<file path="src/rtl/signed_op_sequencer.sv">
// Multi-cycle signed add/subtract of two sign-magnitude operands through one
// shared sign-magnitude to two's-complement converter; result in both forms.

module sm_to_tc #(
  parameter int bits = 8
) (
  input  logic             sign,
  input  logic [bits-1:0]  mag,
  output logic [bits:0]    tc
);
  // Negative zero falls out as +0: -(0) == 0.
  always_comb begin
    tc = {1'b0, mag};
    if (sign) tc = ~{1'b0, mag} + 1'b1;
  end
endmodule

module signed_op_sequencer #(
  parameter int bits = 8
) (
  input  logic                   clk,
  input  logic                   rst,
  input  logic                   start,
  input  logic [bits-1:0]        magA,
  input  logic                   signA,
  input  logic [bits-1:0]        magB,
  input  logic                   signB,
  input  logic                   sub,
  output logic                   busy,
  output logic                   done,
  output logic signed [bits+1:0] result,
  output logic                   resultSign,
  output logic [bits:0]          resultMag
);
  localparam int RW = bits + 2;

  typedef enum logic [2:0] {
    IDLE   = 3'd0,
    CONV_A = 3'd1,
    CONV_B = 3'd2,
    EXEC   = 3'd3,
    DONE   = 3'd4
  } state_t;

  state_t state_q, state_d;

  logic [bits-1:0] mag_a_q, mag_a_d, mag_b_q, mag_b_d;
  logic            sign_a_q, sign_a_d, sign_b_q, sign_b_d;
  logic            sub_q, sub_d;
  logic [bits:0]   op_a_q, op_a_d, op_b_q, op_b_d;
  logic [RW-1:0]   result_q, result_d;
  logic            result_sign_q, result_sign_d;
  logic [bits:0]   result_mag_q, result_mag_d;
  logic            done_q, done_d;

  logic            latch_en, load_a, load_b, exec_en, sel_b;
  logic            conv_sign;
  logic [bits-1:0] conv_mag;
  logic [bits:0]   conv_out;
  logic [RW-1:0]   ext_a, ext_b, sum;

  // FSM: state register
  always_ff @(posedge clk or posedge rst) begin
    if (rst) state_q <= IDLE;
    else     state_q <= state_d;
  end

  // FSM: next state
  always_comb begin
    state_d = state_q;
    case (state_q)
      IDLE:    if (start) state_d = CONV_A;
      CONV_A:  state_d = CONV_B;
      CONV_B:  state_d = EXEC;
      EXEC:    state_d = DONE;
      DONE:    state_d = IDLE;
      default: state_d = IDLE;
    endcase
  end

  // FSM: state decodes; the converter mux select comes only from here
  always_comb begin
    busy     = (state_q != IDLE);
    latch_en = (state_q == IDLE) && start;
    load_a   = (state_q == CONV_A);
    load_b   = (state_q == CONV_B);
    exec_en  = (state_q == EXEC);
    sel_b    = (state_q == CONV_B);
  end

  assign conv_sign = sel_b ? sign_b_q : sign_a_q;
  assign conv_mag  = sel_b ? mag_b_q  : mag_a_q;

  sm_to_tc #(.bits(bits)) u_conv (
    .sign (conv_sign),
    .mag  (conv_mag),
    .tc   (conv_out)
  );

  assign ext_a = {op_a_q[bits], op_a_q};
  assign ext_b = {op_b_q[bits], op_b_q};
  assign sum   = sub_q ? (ext_a - ext_b) : (ext_a + ext_b);

  always_comb begin
    mag_a_d       = mag_a_q;
    sign_a_d      = sign_a_q;
    mag_b_d       = mag_b_q;
    sign_b_d      = sign_b_q;
    sub_d         = sub_q;
    op_a_d        = op_a_q;
    op_b_d        = op_b_q;
    result_d      = result_q;
    result_sign_d = result_sign_q;
    result_mag_d  = result_mag_q;
    done_d        = 1'b0;
    if (latch_en) begin
      mag_a_d  = magA;
      sign_a_d = signA;
      mag_b_d  = magB;
      sign_b_d = signB;
      sub_d    = sub;
    end
    if (load_a) op_a_d = conv_out;
    if (load_b) op_b_d = conv_out;
    if (exec_en) begin
      result_d      = sum;
      result_sign_d = sum[RW-1];
      // |sum| always fits in bits+1, so negating only the low bits is exact
      result_mag_d  = sum[RW-1] ? (~sum[bits:0] + 1'b1) : sum[bits:0];
      done_d        = 1'b1;
    end
  end

  always_ff @(posedge clk or posedge rst) begin
    if (rst) begin
      mag_a_q       <= '0;
      sign_a_q      <= 1'b0;
      mag_b_q       <= '0;
      sign_b_q      <= 1'b0;
      sub_q         <= 1'b0;
      op_a_q        <= '0;
      op_b_q        <= '0;
      result_q      <= '0;
      result_sign_q <= 1'b0;
      result_mag_q  <= '0;
      done_q        <= 1'b0;
    end else begin
      mag_a_q       <= mag_a_d;
      sign_a_q      <= sign_a_d;
      mag_b_q       <= mag_b_d;
      sign_b_q      <= sign_b_d;
      sub_q         <= sub_d;
      op_a_q        <= op_a_d;
      op_b_q        <= op_b_d;
      result_q      <= result_d;
      result_sign_q <= result_sign_d;
      result_mag_q  <= result_mag_d;
      done_q        <= done_d;
    end
  end

  assign done       = done_q;
  assign result     = result_q;
  assign resultSign = result_sign_q;
  assign resultMag  = result_mag_q;

endmodule

</file>
<file path="config.mk">
export PLATFORM = sky130hd
export DESIGN_NAME = signed_op_sequencer
export DESIGN_NICKNAME = d
export VERILOG_FILES = /design/src/rtl/signed_op_sequencer.sv
export SDC_FILE = /design/constraint.sdc
export NUM_CORES = 1
export LEC_CHECK = 0
export BUFFER_PORTS_ARGS = -buffer_cell sky130_fd_sc_hd__buf_2
export CORE_ASPECT_RATIO = 1.4
export CORE_MARGIN = 2
export CORE_UTILIZATION = 52
export DETAILED_ROUTE_END_ITERATION = 8
export PLACE_DENSITY = 0.86
export SLEW_MARGIN = 30
export SYNTH_ARGS = -nofsm -noshare
export SYNTH_HDL_FRONTEND = slang
export SYNTH_SLANG_ARGS = --single-unit
</file>
<file path="constraint.sdc">
create_clock -name clk -period 3.3 [get_ports clk]
set_clock_uncertainty 0.05 [all_clocks]
set_input_delay 0.33 -clock clk [delete_from_list [all_inputs] [get_ports clk]]
set_output_delay 0.33 -clock clk [all_outputs]
set_load 0.02 [all_outputs]
</file>
* After elaboration in Yosys (flattened, before gate mapping)
Cells that the tools add are included.
Word-level totals: word-level logic and storage cells 33, bits in registers 61
Cells by class: eq/ne operators 4, bitwise logic cells 2, reduce and logical (&&, ||, !) cells 3, multiplexer cells 8, add/subtract/negate cells 4
Operators with widths (count):
- adder 9 x 1 -> 9 bit, second input constant | 2
- two-way mux 9 bit | 2
- case mux 3 bit (4 select lines) | 1
- adder 9 x 9 -> 10 bit | 1
- two-way mux 10 bit | 1
- subtractor 9 x 9 -> 10 bit | 1
- NOT 8 -> 9 bit | 1
- NOT 9 bit | 1
- two-way mux 8 bit | 1
- equality test 3 x 2 -> 1 bit, second input constant | 2
- equality test 3 x 1 -> 1 bit, second input constant | 1
- logical NOT 3 bit | 1
- two-way mux 3 bit | 1
- nonzero test 3 bit | 1
- two-way mux 1 bit | 2
- != test 2 bit, second input constant | 1
- logical AND 1 bit | 1

* Depth between registers and ports, before layout
depth in word-level cells 5, depth in mapped cells 16, gate-level depth less buffers 14

* Hierarchy
From an unflattened synthesis, not the netlist that was laid out.
Unflattened totals: cell total of the unflattened synthesis 309, area total of the unflattened synthesis 3283.1 um2
By module, submodules not included:
- signed_op_sequencer | area each 3104.2 um2, cells each 285, sequential area each 1476.4 um2, instances 1
- sm_to_tc | area each 178.9 um2, cells each 24, sequential area each 0.0 um2, instances 1

* Worst setup path before layout
No wires, ideal clock.
path kind reg2reg, start register op_b_q[0], end register result_mag_q[7], in the netlist resultMag[7], data arrival time 3039 ps, clock period less this slack 3157 ps, required time 3181 ps, stages on the path, launching flop included 17, path slack 143 ps, setup time 69 ps, path through dfrtp_1 -> inv_1 -> ha_1 -> nand2_1 -> nor3_1 -> nor2_1 -> xnor2_1 -> ha_1 -> clkbuf_1 -> a21oi_1 -> nor2b_1 -> o21a_1 -> a2111o_1 -> and2_1 -> buf_6 -> or4_1 -> nand3_1
On the way: word-level cells in the longest chain between the ends 5, elaborated cells between the ends (all ways) 6, those cells by class 3 x add/sub; 2 x mux; 1 x bitwise
Ends and longest elaborated chain:
- from (decl) | RTL line 50 | logic [bits:0] op_a_q, op_a_d, op_b_q, op_b_d;
- from (signal assigned) | RTL line 154 | op_b_q <= op_b_d;
- adder 9 x 9 -> 10 bit / subtractor 9 x 9 -> 10 bit (equally long branches) | RTL line 102 | assign sum = sub_q ? (ext_a - ext_b) : (ext_a + ext_b);
- two-way mux 10 bit (*) | RTL line 102
- NOT 9 bit | RTL line 129 | result_mag_d = sum[RW-1] ? (~sum[bits:0] + 1'b1) : sum[bits:0];
- adder 9 x 1 -> 9 bit | RTL line 129
- two-way mux 9 bit (*) | RTL line 129
- to (signal assigned) | RTL line 157 | result_mag_q <= result_mag_d;
- to (decl) | RTL line 53 | logic [bits:0] result_mag_q, result_mag_d;
Every way passes the cells marked *; elsewhere a longest branch is shown, timed or not. A chain may end at the register's enable or synchronous reset.

* Worst setup path in the final report
Same ends and word-level chain as after synthesis.

==> reports/qor.txt <==
kind of critical path -> flop to flop
Slowest cell on crit path -> or4_1
num ports -> 44
Ys Warns -> 0
CP peak stage delay -> 0.47 ns
worst-margin pin slew -> 0.711 ns
clock sink count -> 59
CP Cell Sequence -> inv_1, ha_1, nand2_1, nor3_1, nor2_1, xnor2_1, ha_1, a21oi_2, nor2b_1, o21a_1, a2111o_1, and2_4, or4_1, nand3_1
CP delay by family, top -> simple AND/OR/NAND/NOR gates
Routed WL -> 6390 µm
CTS resizes -> 0
drt wl/cell -> 14.0 µm
Syn-to-layout area delta -> 15.9%
I/O Buffers -> 43
final hold vios -> 0
EDFF count, synth -> 0
Slew Viols, Final -> 0
Multi-input gate area -> 1680 µm²
most frequent cells in the layout -> dfrtp_1 (58), nand2_1 (51), buf_2 (43), o21ai_0 (33), nor2_1 (23)
Total Routing Usage GR -> 19.4%
crit-path max FO -> 8
reg-to-reg endpoint -> resultMag[7]
DIE HEIGHT -> 97.3 µm
Slew HR -> 52.5%
Initial Util -> 52.8%
setup tns final -> 0 ns
Fmax -> 0.315 GHz
Cells after Synth -> 336
CP Buf/Inv Count -> 1
H-Tree Depth -> 3
WP data arrival -> 3.40 ns
Primary FF master, synth -> dfrtp_1
area post-placement -> 3520 µm²
synthesized area -> 3240 µm²
post-DR vias/cell -> 5.54
R2R Setup Slk -> 0.13 ns
Yosys cell types -> 47
clock buffer depth -> 2
synthesized net count -> 371
Syn Area/Cell -> 9.63 µm²
CTS tree -> done
fill cell instance count of the final layout -> 513
Final Wtd Congestion -> 0.844
first-pass GRT wire length -> 10500 µm
fin crit share -> 96.2%
clk slew on worst S/H paths -> 0.06 ns
DR iter-0 viols -> 52
most common cell after layout, fill and taps aside -> dfrtp_1
Hold Crit Class -> primary input to async pin
largest net degree at the start of global routing -> 36
# Post-CTS Setup Buffers -> 0
initial antenna violation count -> 0
Nets -> 417
FF+latch count, synth -> 59
final setup violation count -> 0
Pre-antenna DRT Iters -> 4
status -> completed
crit path launch type -> flop
DIE WIDTH -> 70.7 µm
required time of the critical path -> 3.52 ns
drt drc -> 0
layout cell share with drive strength beyond 1 -> 24.6%
ANT cells -> 0
post-route design area -> 3750 µm²
# hold bufs at CTS -> 0
Synth async-reset ratio -> 100%
Reg2Reg Depth -> 14
clk_lat worst skew -> 0.34 ns
critical path endpoint category -> flop
vias in the first global route -> 2494
Tmin final -> 3.17 ns
Via Count -> 2538
CP most frequent cell -> ha_1
Post-DRT Antenna Nets -> 0
global route total overflow -> 0
die area -> 6880 µm²
core area -> 6130 µm²
Post-DP HPWL -> 4890 µm
root buf cell -> clkbuf_8
worst r2r src -> op_b_q[0]
register area -> 1480 µm²
TritonCTS Buffers -> 9
sequential fraction of the synthesis area -> 45.6%
row count -> 34
total of max-cap violations -> 0
[Yosys cell counts, types with 4 or more instances]
master / n / area (µm²)
xnor2_1: 14 / 123
xor2_1: 12 / 105
mux2i_1: 8 / 80.1
a21oi_1: 12 / 60.1
dfrtp_1: 59 / 1480
clkbuf_1: 9 / 33.8
o21ai_0: 33 / 165
inv_1: 12 / 45.0
nand3_1: 5 / 25.0
or3_1: 4 / 25.0
a31oi_1: 4 / 25.0
ha_1: 12 / 150
nor2_1: 23 / 86.3
nor3_1: 11 / 55.1
mux2_2: 20 / 225
nand2_1: 51 / 191
[flip-flops by register name (all words and copies together), names as in the netlist]
name       count
result        10
op_a_q         9
op_b_q         9
mag_a_q        8
mag_b_q        8
resultMag      8
state_q        3
done           1
sign_a_q       1
sign_b_q       1
sub_q          1
[metrics by stage]
step	setup WS (ns)	cells	hold slack, ns	util, %
global route	-0.0261	458	0.128	61.2
floorplan	0.143	336	0.400	-
global placement	0.190	443	0.404	57.4
CTS	0.0225	458	0.0612	60.6
finish	0.127	458	0.0552	61.2
detailed placement	0.0408	443	0.412	57.4
[per-layer routing]
| metal | global-route usage [%] | part of all wire [%] | vias to the layer above | routed length (µm) |
|---|---|---|---|---|
| li1 | - | - | 1255 | - |
| met1 | 19.3 | 39 | 1188 | 2490 |
| met2 | 34.5 | 52 | 71 | 3340 |
| met3 | 5.50 | 4.6 | 24 | 294 |
| met4 | 12.3 | 4.1 | 0 | 263 |
| met5 | 0 | 0 | - | 0 |
[final cells by class]
cell class / instances / share of cell area (%)
Clock buffer: 13 / 4.24
Clock inverter: 2 / 0.934
Inverter: 12 / 1.20
Multi-Input combinational cell: 250 / 44.7
Sequential cell: 59 / 39.4
Tap cell: 72 / 2.40
Timing Repair Buffer: 50 / 7.14
[cells by family (layout without fill, tap and decap cells)]
group | count (synthesis) | count (layout) | share of synthesized area (%)
DFF | 59 | 59 | 45.6
AOI/OAI and AO/OA | 65 | 65 | 11.6
buffers and inverters | 27 | 77 | 3.71
muxes | 28 | 28 | 9.44
xor gates and xnor gates | 26 | 26 | 7.04
and+or+nand+nor | 118 | 118 | 17.3
adders and majority gates | 13 | 13 | 5.26
[how the worst max path moves through the flow]
stage                        end  cells after the start      start  slack, ns
floorplan           resultMag[7]                     16  op_b_q[0]       0.14
global placement    resultMag[7]                     11  op_b_q[0]       0.19
detailed placement  resultMag[7]                     12  op_b_q[0]       0.04
CTS                 resultMag[7]                     12  op_b_q[0]       0.02
global route        resultMag[7]                     14  op_b_q[0]      -0.03
finish              resultMag[7]                     14  op_b_q[0]       0.13
Power is not shown: default switching activity piles up to over one toggle a cycle in this logic, so the estimate is an artifact.
